--- config.mk ---
export PLATFORM = sky130hd
export DESIGN_NAME = std_mem_d1_arbiter_flat
export DESIGN_NICKNAME = d
export VERILOG_FILES = /design/src/rtl/std_mem_d1_arbiter_pkg.sv /design/src/rtl/std_mem_d1_arbiter_if.sv /design/src/rtl/std_mem_d1_arbiter_rr_arb2.sv /design/src/rtl/std_mem_d1_arbiter.sv /design/src/flat_wrapper.sv
export SDC_FILE = /design/constraint.sdc
export NUM_CORES = 1
export LEC_CHECK = 0
export CAP_MARGIN = 20
export CORE_ASPECT_RATIO = 1.2
export CORE_UTILIZATION = 32
export DETAILED_ROUTE_END_ITERATION = 12
export PLACE_DENSITY = 0.68
export SLEW_MARGIN = 20
export SYNTH_ARGS = -nofsm -noshare
export SYNTH_HDL_FRONTEND = slang
export SYNTH_SLANG_ARGS = --single-unit
--- constraint.sdc ---
create_clock -name clk -period 1.5 [get_ports clk]
set_input_delay 0.45 -clock clk [delete_from_list [all_inputs] [get_ports clk]]
set_output_delay 0.45 -clock clk [all_outputs]
set_load 0.05 [all_outputs]
--- src/rtl/std_mem_d1_arbiter_pkg.sv ---
`default_nettype none
// ============================================================================
//  Module      : std_arb_pkg
//  Description : Shared types and constants for the std_mem_d1 two-client
//                round-robin arbiter (state encoding, requester count).
//  Ports       : none (package)
//  Revision    : 1.0  initial release
// ============================================================================
package std_arb_pkg;

    localparam int NUM_REQ = 2;

    typedef enum logic [1:0] {
        IDLE   = 2'd0,
        ACCESS = 2'd1,
        WAIT_W = 2'd2,
        DONE   = 2'd3
    } arb_state_t;

endpackage : std_arb_pkg
`default_nettype wire

--- src/rtl/std_mem_d1_arbiter_if.sv ---
`default_nettype none
// ============================================================================
//  Module      : std_mem_d1_arbiter_if
//  Description : Bundles both go/done client ports and the std_mem_d1 port
//                that the arbiter shares between them.
//  Ports       : p0_* / p1_*  client request, op, address, data, done
//                mem_*        memory addr0, write_data, write_en,
//                             read_data, done
//  Modports    : master - the arbiter (serves clients, drives memory)
//                slave  - the environment (clients plus the memory)
//  Revision    : 1.0  initial release
// ============================================================================
interface std_mem_d1_arbiter_if #(
    parameter int WIDTH    = 32,
    parameter int IDX_SIZE = 4
);
    logic                p0_go;
    logic                p0_write_en;
    logic [IDX_SIZE-1:0] p0_addr0;
    logic [WIDTH-1:0]    p0_write_data;
    logic [WIDTH-1:0]    p0_read_data;
    logic                p0_done;

    logic                p1_go;
    logic                p1_write_en;
    logic [IDX_SIZE-1:0] p1_addr0;
    logic [WIDTH-1:0]    p1_write_data;
    logic [WIDTH-1:0]    p1_read_data;
    logic                p1_done;

    logic [IDX_SIZE-1:0] mem_addr0;
    logic [WIDTH-1:0]    mem_write_data;
    logic                mem_write_en;
    logic [WIDTH-1:0]    mem_read_data;
    logic                mem_done;

    modport master (
        input  p0_go, p0_write_en, p0_addr0, p0_write_data,
        output p0_read_data, p0_done,
        input  p1_go, p1_write_en, p1_addr0, p1_write_data,
        output p1_read_data, p1_done,
        output mem_addr0, mem_write_data, mem_write_en,
        input  mem_read_data, mem_done
    );

    modport slave (
        output p0_go, p0_write_en, p0_addr0, p0_write_data,
        input  p0_read_data, p0_done,
        output p1_go, p1_write_en, p1_addr0, p1_write_data,
        input  p1_read_data, p1_done,
        input  mem_addr0, mem_write_data, mem_write_en,
        output mem_read_data, mem_done
    );

endinterface : std_mem_d1_arbiter_if
`default_nettype wire

--- src/rtl/std_mem_d1_arbiter_rr_arb2.sv ---
`default_nettype none
// ============================================================================
//  Module      : std_rr_arb2
//  Description : Combinational two-way pick. A lone requester always wins;
//                on a tie the client named by prio wins.
//  Ports       : req[1:0]  - request levels
//                prio      - client that wins a tie
//                gnt_valid - at least one request present
//                gnt_idx   - index of the winning client
//  Revision    : 1.0  initial release
// ============================================================================
module std_rr_arb2
    import std_arb_pkg::*;
(
    input  wire logic [NUM_REQ-1:0] req,
    input  wire logic               prio,
    output logic                    gnt_valid,
    output logic                    gnt_idx
);

    always_comb begin
        gnt_valid = |req;
        gnt_idx   = 1'b0;
        case (req)
            2'b01:   gnt_idx = 1'b0;
            2'b10:   gnt_idx = 1'b1;
            2'b11:   gnt_idx = prio;
            default: gnt_idx = 1'b0;
        endcase
    end

endmodule : std_rr_arb2
`default_nettype wire

--- src/rtl/std_mem_d1_arbiter.sv ---
`default_nettype none
// ============================================================================
//  Module      : std_mem_d1_arbiter
//  Description : Round-robin arbiter sharing one single-ported std_mem_d1
//                between two Calyx go/done clients. Reads capture the
//                combinational memory output into a per-client register;
//                writes are held until the memory's registered done.
//                Each access ends with a one-cycle done to its owner.
//  Ports       : clk   - clock, all state on rising edge
//                reset - synchronous, active-low (0 = reset)
//                bus   - client and memory signals (master modport)
//  Revision    : 1.0  initial release
// ============================================================================
module std_mem_d1_arbiter
    import std_arb_pkg::*;
#(
    parameter int WIDTH    = 32,
    parameter int SIZE     = 16,
    parameter int IDX_SIZE = 4
) (
    input  wire logic             clk,
    input  wire logic             reset,
    std_mem_d1_arbiter_if.master  bus
);

    // Depth is informational only; it must still fit the address space.
    if (SIZE > (1 << IDX_SIZE)) begin : g_size_check
        $error("std_mem_d1_arbiter: SIZE exceeds 2**IDX_SIZE");
    end

    arb_state_t          r_state;
    arb_state_t          w_next_state;
    logic                r_prio;
    logic                r_owner;
    logic                r_op;          // 1 = write
    logic [IDX_SIZE-1:0] r_addr;
    logic [WIDTH-1:0]    r_wdata;
    logic [WIDTH-1:0]    r_rdata0;
    logic [WIDTH-1:0]    r_rdata1;

    logic [NUM_REQ-1:0]  w_req;
    logic                w_gnt_valid;
    logic                w_gnt_idx;
    logic                w_mem_we;
    logic                w_done0;
    logic                w_done1;

    assign w_req = {bus.p1_go, bus.p0_go};

    std_rr_arb2 u_rr (
        .req       (w_req),
        .prio      (r_prio),
        .gnt_valid (w_gnt_valid),
        .gnt_idx   (w_gnt_idx)
    );

    // Next state and outputs. go is only looked at in IDLE, and mem_done
    // only in WAIT_W, so stray done pulses elsewhere have no effect.
    always_comb begin
        w_next_state = r_state;
        w_mem_we     = 1'b0;
        w_done0      = 1'b0;
        w_done1      = 1'b0;
        case (r_state)
            IDLE: begin
                if (w_gnt_valid) begin
                    w_next_state = ACCESS;
                end
            end
            ACCESS: begin
                w_mem_we     = r_op;
                w_next_state = r_op ? WAIT_W : DONE;
            end
            WAIT_W: begin
                if (bus.mem_done) begin
                    w_next_state = DONE;
                end
            end
            DONE: begin
                w_done0      = ~r_owner;
                w_done1      = r_owner;
                w_next_state = IDLE;
            end
            default: begin
                w_next_state = IDLE;
            end
        endcase
    end

    always_ff @(posedge clk) begin
        if (!reset) begin
            r_state  <= IDLE;
            r_prio   <= 1'b0;
            r_owner  <= 1'b0;
            r_op     <= 1'b0;
            r_addr   <= '0;
            r_wdata  <= '0;
            r_rdata0 <= '0;
            r_rdata1 <= '0;
        end else begin
            r_state <= w_next_state;

            if (r_state == IDLE && w_gnt_valid) begin
                r_owner <= w_gnt_idx;
                r_op    <= w_gnt_idx ? bus.p1_write_en   : bus.p0_write_en;
                r_addr  <= w_gnt_idx ? bus.p1_addr0      : bus.p0_addr0;
                r_wdata <= w_gnt_idx ? bus.p1_write_data : bus.p0_write_data;
            end

            // Memory read is combinational on the latched address.
            if (r_state == ACCESS && !r_op) begin
                if (r_owner) begin
                    r_rdata1 <= bus.mem_read_data;
                end else begin
                    r_rdata0 <= bus.mem_read_data;
                end
            end

            // Last winner loses the next tie.
            if (r_state == DONE) begin
                r_prio <= ~r_owner;
            end
        end
    end

    // Memory side is driven only from latched state, never from clients.
    assign bus.mem_addr0      = r_addr;
    assign bus.mem_write_data = r_wdata;
    assign bus.mem_write_en   = w_mem_we;
    assign bus.p0_done        = w_done0;
    assign bus.p1_done        = w_done1;
    assign bus.p0_read_data   = r_rdata0;
    assign bus.p1_read_data   = r_rdata1;

endmodule : std_mem_d1_arbiter
`default_nettype wire

--- src/flat_wrapper.sv ---
// flat-port wrapper written by rule: the top's interface ports become plain ports
module std_mem_d1_arbiter_flat import std_arb_pkg::*;
#(
    parameter int WIDTH    = 32,
    parameter int SIZE     = 16,
    parameter int IDX_SIZE = 4
)
  (clk, reset, bus_p0_go, bus_p0_write_en, bus_p0_addr0, bus_p0_write_data, bus_p0_read_data, bus_p0_done, bus_p1_go, bus_p1_write_en, bus_p1_addr0, bus_p1_write_data, bus_p1_read_data, bus_p1_done, bus_mem_addr0, bus_mem_write_data, bus_mem_write_en, bus_mem_read_data, bus_mem_done);
  std_mem_d1_arbiter_if #(.WIDTH(WIDTH), .IDX_SIZE(IDX_SIZE)) bus_i ();
  input  wire logic clk;
  input  wire logic reset;
  input wire logic [$bits(bus_i.p0_go)-1:0] bus_p0_go;
  input wire logic [$bits(bus_i.p0_write_en)-1:0] bus_p0_write_en;
  input wire logic [$bits(bus_i.p0_addr0)-1:0] bus_p0_addr0;
  input wire logic [$bits(bus_i.p0_write_data)-1:0] bus_p0_write_data;
  output wire logic [$bits(bus_i.p0_read_data)-1:0] bus_p0_read_data;
  output wire logic [$bits(bus_i.p0_done)-1:0] bus_p0_done;
  input wire logic [$bits(bus_i.p1_go)-1:0] bus_p1_go;
  input wire logic [$bits(bus_i.p1_write_en)-1:0] bus_p1_write_en;
  input wire logic [$bits(bus_i.p1_addr0)-1:0] bus_p1_addr0;
  input wire logic [$bits(bus_i.p1_write_data)-1:0] bus_p1_write_data;
  output wire logic [$bits(bus_i.p1_read_data)-1:0] bus_p1_read_data;
  output wire logic [$bits(bus_i.p1_done)-1:0] bus_p1_done;
  output wire logic [$bits(bus_i.mem_addr0)-1:0] bus_mem_addr0;
  output wire logic [$bits(bus_i.mem_write_data)-1:0] bus_mem_write_data;
  output wire logic [$bits(bus_i.mem_write_en)-1:0] bus_mem_write_en;
  input wire logic [$bits(bus_i.mem_read_data)-1:0] bus_mem_read_data;
  input wire logic [$bits(bus_i.mem_done)-1:0] bus_mem_done;
  assign bus_i.p0_go = bus_p0_go;
  assign bus_i.p0_write_en = bus_p0_write_en;
  assign bus_i.p0_addr0 = bus_p0_addr0;
  assign bus_i.p0_write_data = bus_p0_write_data;
  assign bus_p0_read_data = bus_i.p0_read_data;
  assign bus_p0_done = bus_i.p0_done;
  assign bus_i.p1_go = bus_p1_go;
  assign bus_i.p1_write_en = bus_p1_write_en;
  assign bus_i.p1_addr0 = bus_p1_addr0;
  assign bus_i.p1_write_data = bus_p1_write_data;
  assign bus_p1_read_data = bus_i.p1_read_data;
  assign bus_p1_done = bus_i.p1_done;
  assign bus_mem_addr0 = bus_i.mem_addr0;
  assign bus_mem_write_data = bus_i.mem_write_data;
  assign bus_mem_write_en = bus_i.mem_write_en;
  assign bus_i.mem_read_data = bus_mem_read_data;
  assign bus_i.mem_done = bus_mem_done;
  std_mem_d1_arbiter #(.WIDTH(WIDTH), .SIZE(SIZE), .IDX_SIZE(IDX_SIZE)) u_core (.clk(clk), .reset(reset), .bus(bus_i));
endmodule
==> results.md <==
- Cell internal power was estimated by the tool at 8.75 mW.
- The complex-gate fraction of the synthesized area was 0.300.
- The final max-slew violation count was 0.
- The total number of vias is 4662.
- The count of TritonRoute iterations in the first routing pass is 5.
- The maximum number of pins on one net before global-route repair is between 50 and 60.
- The worst setup slack after layout is -0.190 ns.
- The clock tree from TritonCTS is done.
- The die covers 14100 sq um.
- The synthesized flop and latch total is approximately 110.
- The max-slew headroom at the worst pin is 0.809.
- For this design, the slowest cell found on the critical path is sky130_fd_sc_hd__dfxtp_2.
- The global route total overflow is 0.
- For this run, the total global-route usage over all layers was measured as 0.208.
- The final hold violation count is 0.
- In this run, the number of DRC markers left after iteration 0 of detailed routing was 191.
- Setup violations remaining at the end of the flow were counted as 3.
- The critical path required time is 1.05 ns.
- Max-cap violations in this run came to 0.
- In the routed layout, each cell is associated on average with a via count of 5.13.
- The wire-length estimate of the detail-placed layout is 10.6 mm.
- The floorplan die height is 130 um.
- The worst setup path is captured at an output pin.
- The final-layout fill cell count is around 1100.
- The number of global-route vias before repair is 4614.
- The fraction of the yosys area taken by sequential cells is 0.482.
- After synthesis, the largest family of logic cells by area is compound AO/OA/AOI/OAI gates.
- In this run the power density over the cells is 1750 nW/um^2.
- The final critical-path share of the clock period is 1.13.
- The net count after synthesis is 641.
- In the layout the commonest cells are sky130_fd_sc_hd__nand2_1, sky130_fd_sc_hd__buf_12, sky130_fd_sc_hd__clkdlybuf4s50_1.
- In this run the number of H-tree levels came out at 3.
- The path class of the tightest hold or removal check is reg -> reg.
- The flow ran to the end, but the final reports show violations.
- The number of antenna diodes in the final layout is 0.
- The finished cells cover 8330 sq um.
- The largest driver fanout on the critical path is 5.
- The clock arrives with 0.00879 ns of skew.
- The post-placement worst setup slack is -0.418 ns.
- Of the total synthesized cell area, the portion taken by full adders, half adders and majority gates is 0.0144.
- The initial core utilization is 0.329.
- The final antenna-violating net count is 0.
- Leaving out fill and tap cells, the most frequent cell in the layout is sky130_fd_sc_hd__nand2_1.
- The kind of start point of the critical path is a register.
- Setup repair after global routing could not meet its margin everywhere.
- The data arrival at the endpoint of the critical path is ~1.2 ns.
- The clock passes through at most 2 buffers.
- The clock net in this run drives a total of 105 sinks.
- The signed area change from the synthesized netlist to the final layout is 91.1%.
- Of the total power, the clock network draws 0.180.
- Clock tree synthesis inserted a total of 9 buffers.
- In the final layout, the share of cells above drive strength 1 is 0.247.
- The clock reaches the later pin of the worst-skew pair after 0.34 ns.
- approximately 210 I/O pins were placed.
- The die span in x is 109 um.
- The congestion estimate from routability-driven global placement came to between 0.8 and 0.9.
- The share of total power dissipated in combinational logic is 0.534.
- In this run the power spent charging and discharging nets is 5.85 mW.
- The net count of the finished layout is roughly 850.
- The clock slew seen by the registers of the worst setup and hold paths is 0.07 ns.
- Walking the worst path, the cells encountered are inv_2 -> ha_4 -> and2_4 -> buf_12.
- After synthesis the cells add up to ~4400 sq um.
- After detailed routing, the average wire length per cell comes to 16.1 um.
- The root buffer cell is sky130_fd_sc_hd__clkbuf_16.
- The initial antenna violation count is 0.
- The slew at the pin closest to its max-slew limit is 0.283 ns.
- For the finished layout, the period the worst path requires is 1.69 ns.
- Synthesis handed over a netlist of 525 instances.
- The core outline area is 13200 sq um.
- The standby leakage power is 3.13 nW.
- The net switching share of the total power is 0.401.
- The proportion of power drawn by flip-flops and latches is 0.286.
- The post-synthesis simple-gate area fraction is 0.140.
- The xor/xnor cell area share of the yosys netlist is 0.
- The number of distinct library cells after synthesis is 27.
- For this block, the routed nets add up to 14.6 mm of wire.
- The count of standard-cell rows is between 40 and 50.
- Once placement finished, the instance area stood at around 8000 sq um.
- The critical path in this run is classified as reg -> out.
- The maximum vdd drop is 0.00104 V.
- Yosys printed 0 warnings.
- The maximum achievable frequency is 592 MHz.
- The average footprint of a synthesized cell is 8.30 sq um.
- The checks that failed: negative setup slack.
- On the worst path, the slowest cell contributes a delay of 0.35 ns.
- Buffers placed on the I/O ports in this run total between 200 and 250.
- For this run, design rule violations remaining after detail routing come to 0.
- Buffers inserted to repair hold after CTS numbered 0.
- The first-pass GRT wire length is 22.9 mm.
- Measured against the total synthesized area, the mux share comes to 0.00459.
## sequential cells by signal, indices dropped and copies added, names as in the netlist
| name | flops |
|---|---|
| u_core.bus.p1_read_data | 32 |
| u_core.r_prio | 1 |
| u_core.bus.mem_write_data | 32 |
| u_core.bus.p0_read_data | 32 |
| u_core.r_state | 2 |
| u_core.r_owner | 1 |
| u_core.r_op | 1 |
| u_core.bus.mem_addr0 | 4 |
## layer usage
layer  vias up  GRT usage  part of all wire
met5         -          0                 0
met4         0     0.0660             0.013
met3        18     0.0529             0.084
met2       230      0.375              0.51
met1      2188      0.239              0.39
li1       2226          -                 -
## final timing paths
| check | start | to | slack, ns | cells after the start |
|---|---|---|---|---|
| hold reg to reg | u_core.bus.p0_read_data[2] | u_core.bus.p0_read_data[2] | 0.49 | 2 |
| setup reg to reg | u_core.r_state[1] | u_core.bus.p0_read_data[7] | 0.02 | 6 |
| setup / recovery | u_core.r_state[1] | bus_mem_write_en | -0.19 | 4 |
| hold / removal | u_core.bus.p0_read_data[2] | u_core.bus.p0_read_data[2] | 0.49 | 2 |
## logic make-up (layout without fill, tap and decap cells)
family                     count (synthesis)  in the layout
AOI/OAI and AO/OA                        218            218
adders and majority gates                  5              5
and+or+nand+nor                          145            145
DFF                                      105            105
muxes                                      2              2
buffers and inverters                     50            266
## synthesized netlist by cell type
| library cell | instances | share of area |
|---|---|---|
| sky130_fd_sc_hd__nor2b_1 | 5 | 0.0072 |
| sky130_fd_sc_hd__nand2b_1 | 1 | 0.0014 |
| sky130_fd_sc_hd__nor3b_2 | 1 | 0.0029 |
| sky130_fd_sc_hd__dfxtp_1 | 105 | 0.48 |
| sky130_fd_sc_hd__o21a_2 | 1 | 0.0020 |
| sky130_fd_sc_hd__a32oi_1 | 1 | 0.0020 |
| sky130_fd_sc_hd__nor2_1 | 2 | 0.0017 |
| sky130_fd_sc_hd__nand2_1 | 121 | 0.10 |
| sky130_fd_sc_hd__ha_1 | 5 | 0.014 |
| sky130_fd_sc_hd__a31oi_1 | 37 | 0.053 |
| sky130_fd_sc_hd__and2_1 | 2 | 0.0029 |
| sky130_fd_sc_hd__buf_2 | 29 | 0.033 |
| sky130_fd_sc_hd__nand3b_1 | 1 | 0.0017 |
| sky130_fd_sc_hd__inv_1 | 2 | 0.0017 |
| sky130_fd_sc_hd__mux2i_1 | 2 | 0.0046 |
| sky130_fd_sc_hd__buf_4 | 2 | 0.0034 |
| sky130_fd_sc_hd__o21ai_1 | 31 | 0.036 |
| sky130_fd_sc_hd__buf_6 | 3 | 0.0078 |
| sky130_fd_sc_hd__o31ai_1 | 1 | 0.0017 |
| sky130_fd_sc_hd__nand2_2 | 10 | 0.014 |
| sky130_fd_sc_hd__clkbuf_1 | 13 | 0.011 |
| sky130_fd_sc_hd__a21boi_1 | 64 | 0.11 |
| sky130_fd_sc_hd__or3b_1 | 1 | 0.0020 |
| sky130_fd_sc_hd__o21ai_0 | 45 | 0.052 |
| sky130_fd_sc_hd__inv_2 | 1 | 0.00086 |
| sky130_fd_sc_hd__a21oi_1 | 38 | 0.044 |
| sky130_fd_sc_hd__and3b_1 | 1 | 0.0020 |
## metrics by stage
stage | instances | power [mW] | TNS (ns) | hold WS (ns) | utilization
4_1_cts | 907 | 14.6 | -0.529 | 0.494 | 0.625
3_3_place_gp | 889 | 11.7 | -12.48 | 0.478 | 0.595
5_1_grt | 909 | 15.3 | -0.931 | 0.509 | 0.629
6_report | 909 | 14.6 | -0.551 | 0.491 | 0.629
2_1_floorplan | 525 | 7.77 | 0 | 0.468 | -
3_5_place_dp | 889 | 11.8 | -15.11 | 0.484 | 0.595
## worst max-delay path: cells and delay by family, from the launching register on
family	cells	cell delay (ns)
adder cells (fa/ha/maj)	1	0.18
buffers and inverters	2	0.22
flip-flops	1	0.35
AND/OR/NAND/NOR	1	0.16
## power groups by stage
| stage | registers [mW] | clock network (mW) | logic, mW |
|---|---|---|---|
| after floorplan | 5.81 | 0 | 1.96 |
| after global placement | 4.17 | 0 | 7.51 |
| after detailed placement | 4.19 | 0 | 7.63 |
| after CTS | 4.18 | 2.68 | 7.73 |
| after global routing | 4.25 | 2.82 | 8.20 |
| final | 4.18 | 2.63 | 7.79 |
## cell type report
cell class              count  area, sq um  share of cell area
repair buffers            247         3560               0.428
flip-flops and latches    105         2110               0.253
multi-input cells         370         2090               0.252
clock buffers              11          253              0.0304
well taps                 168          210              0.0252
clock inverters             5         85.1              0.0102
inverters                   3         11.3             0.00135
## timing repair
item,in CTS,in global routing
endpoints found under the setup margin,58,31
buffers inserted,2,3
pin swaps,0,1
resized for setup,16,7
No activity file was read; power rests on OpenSTA's default activity.
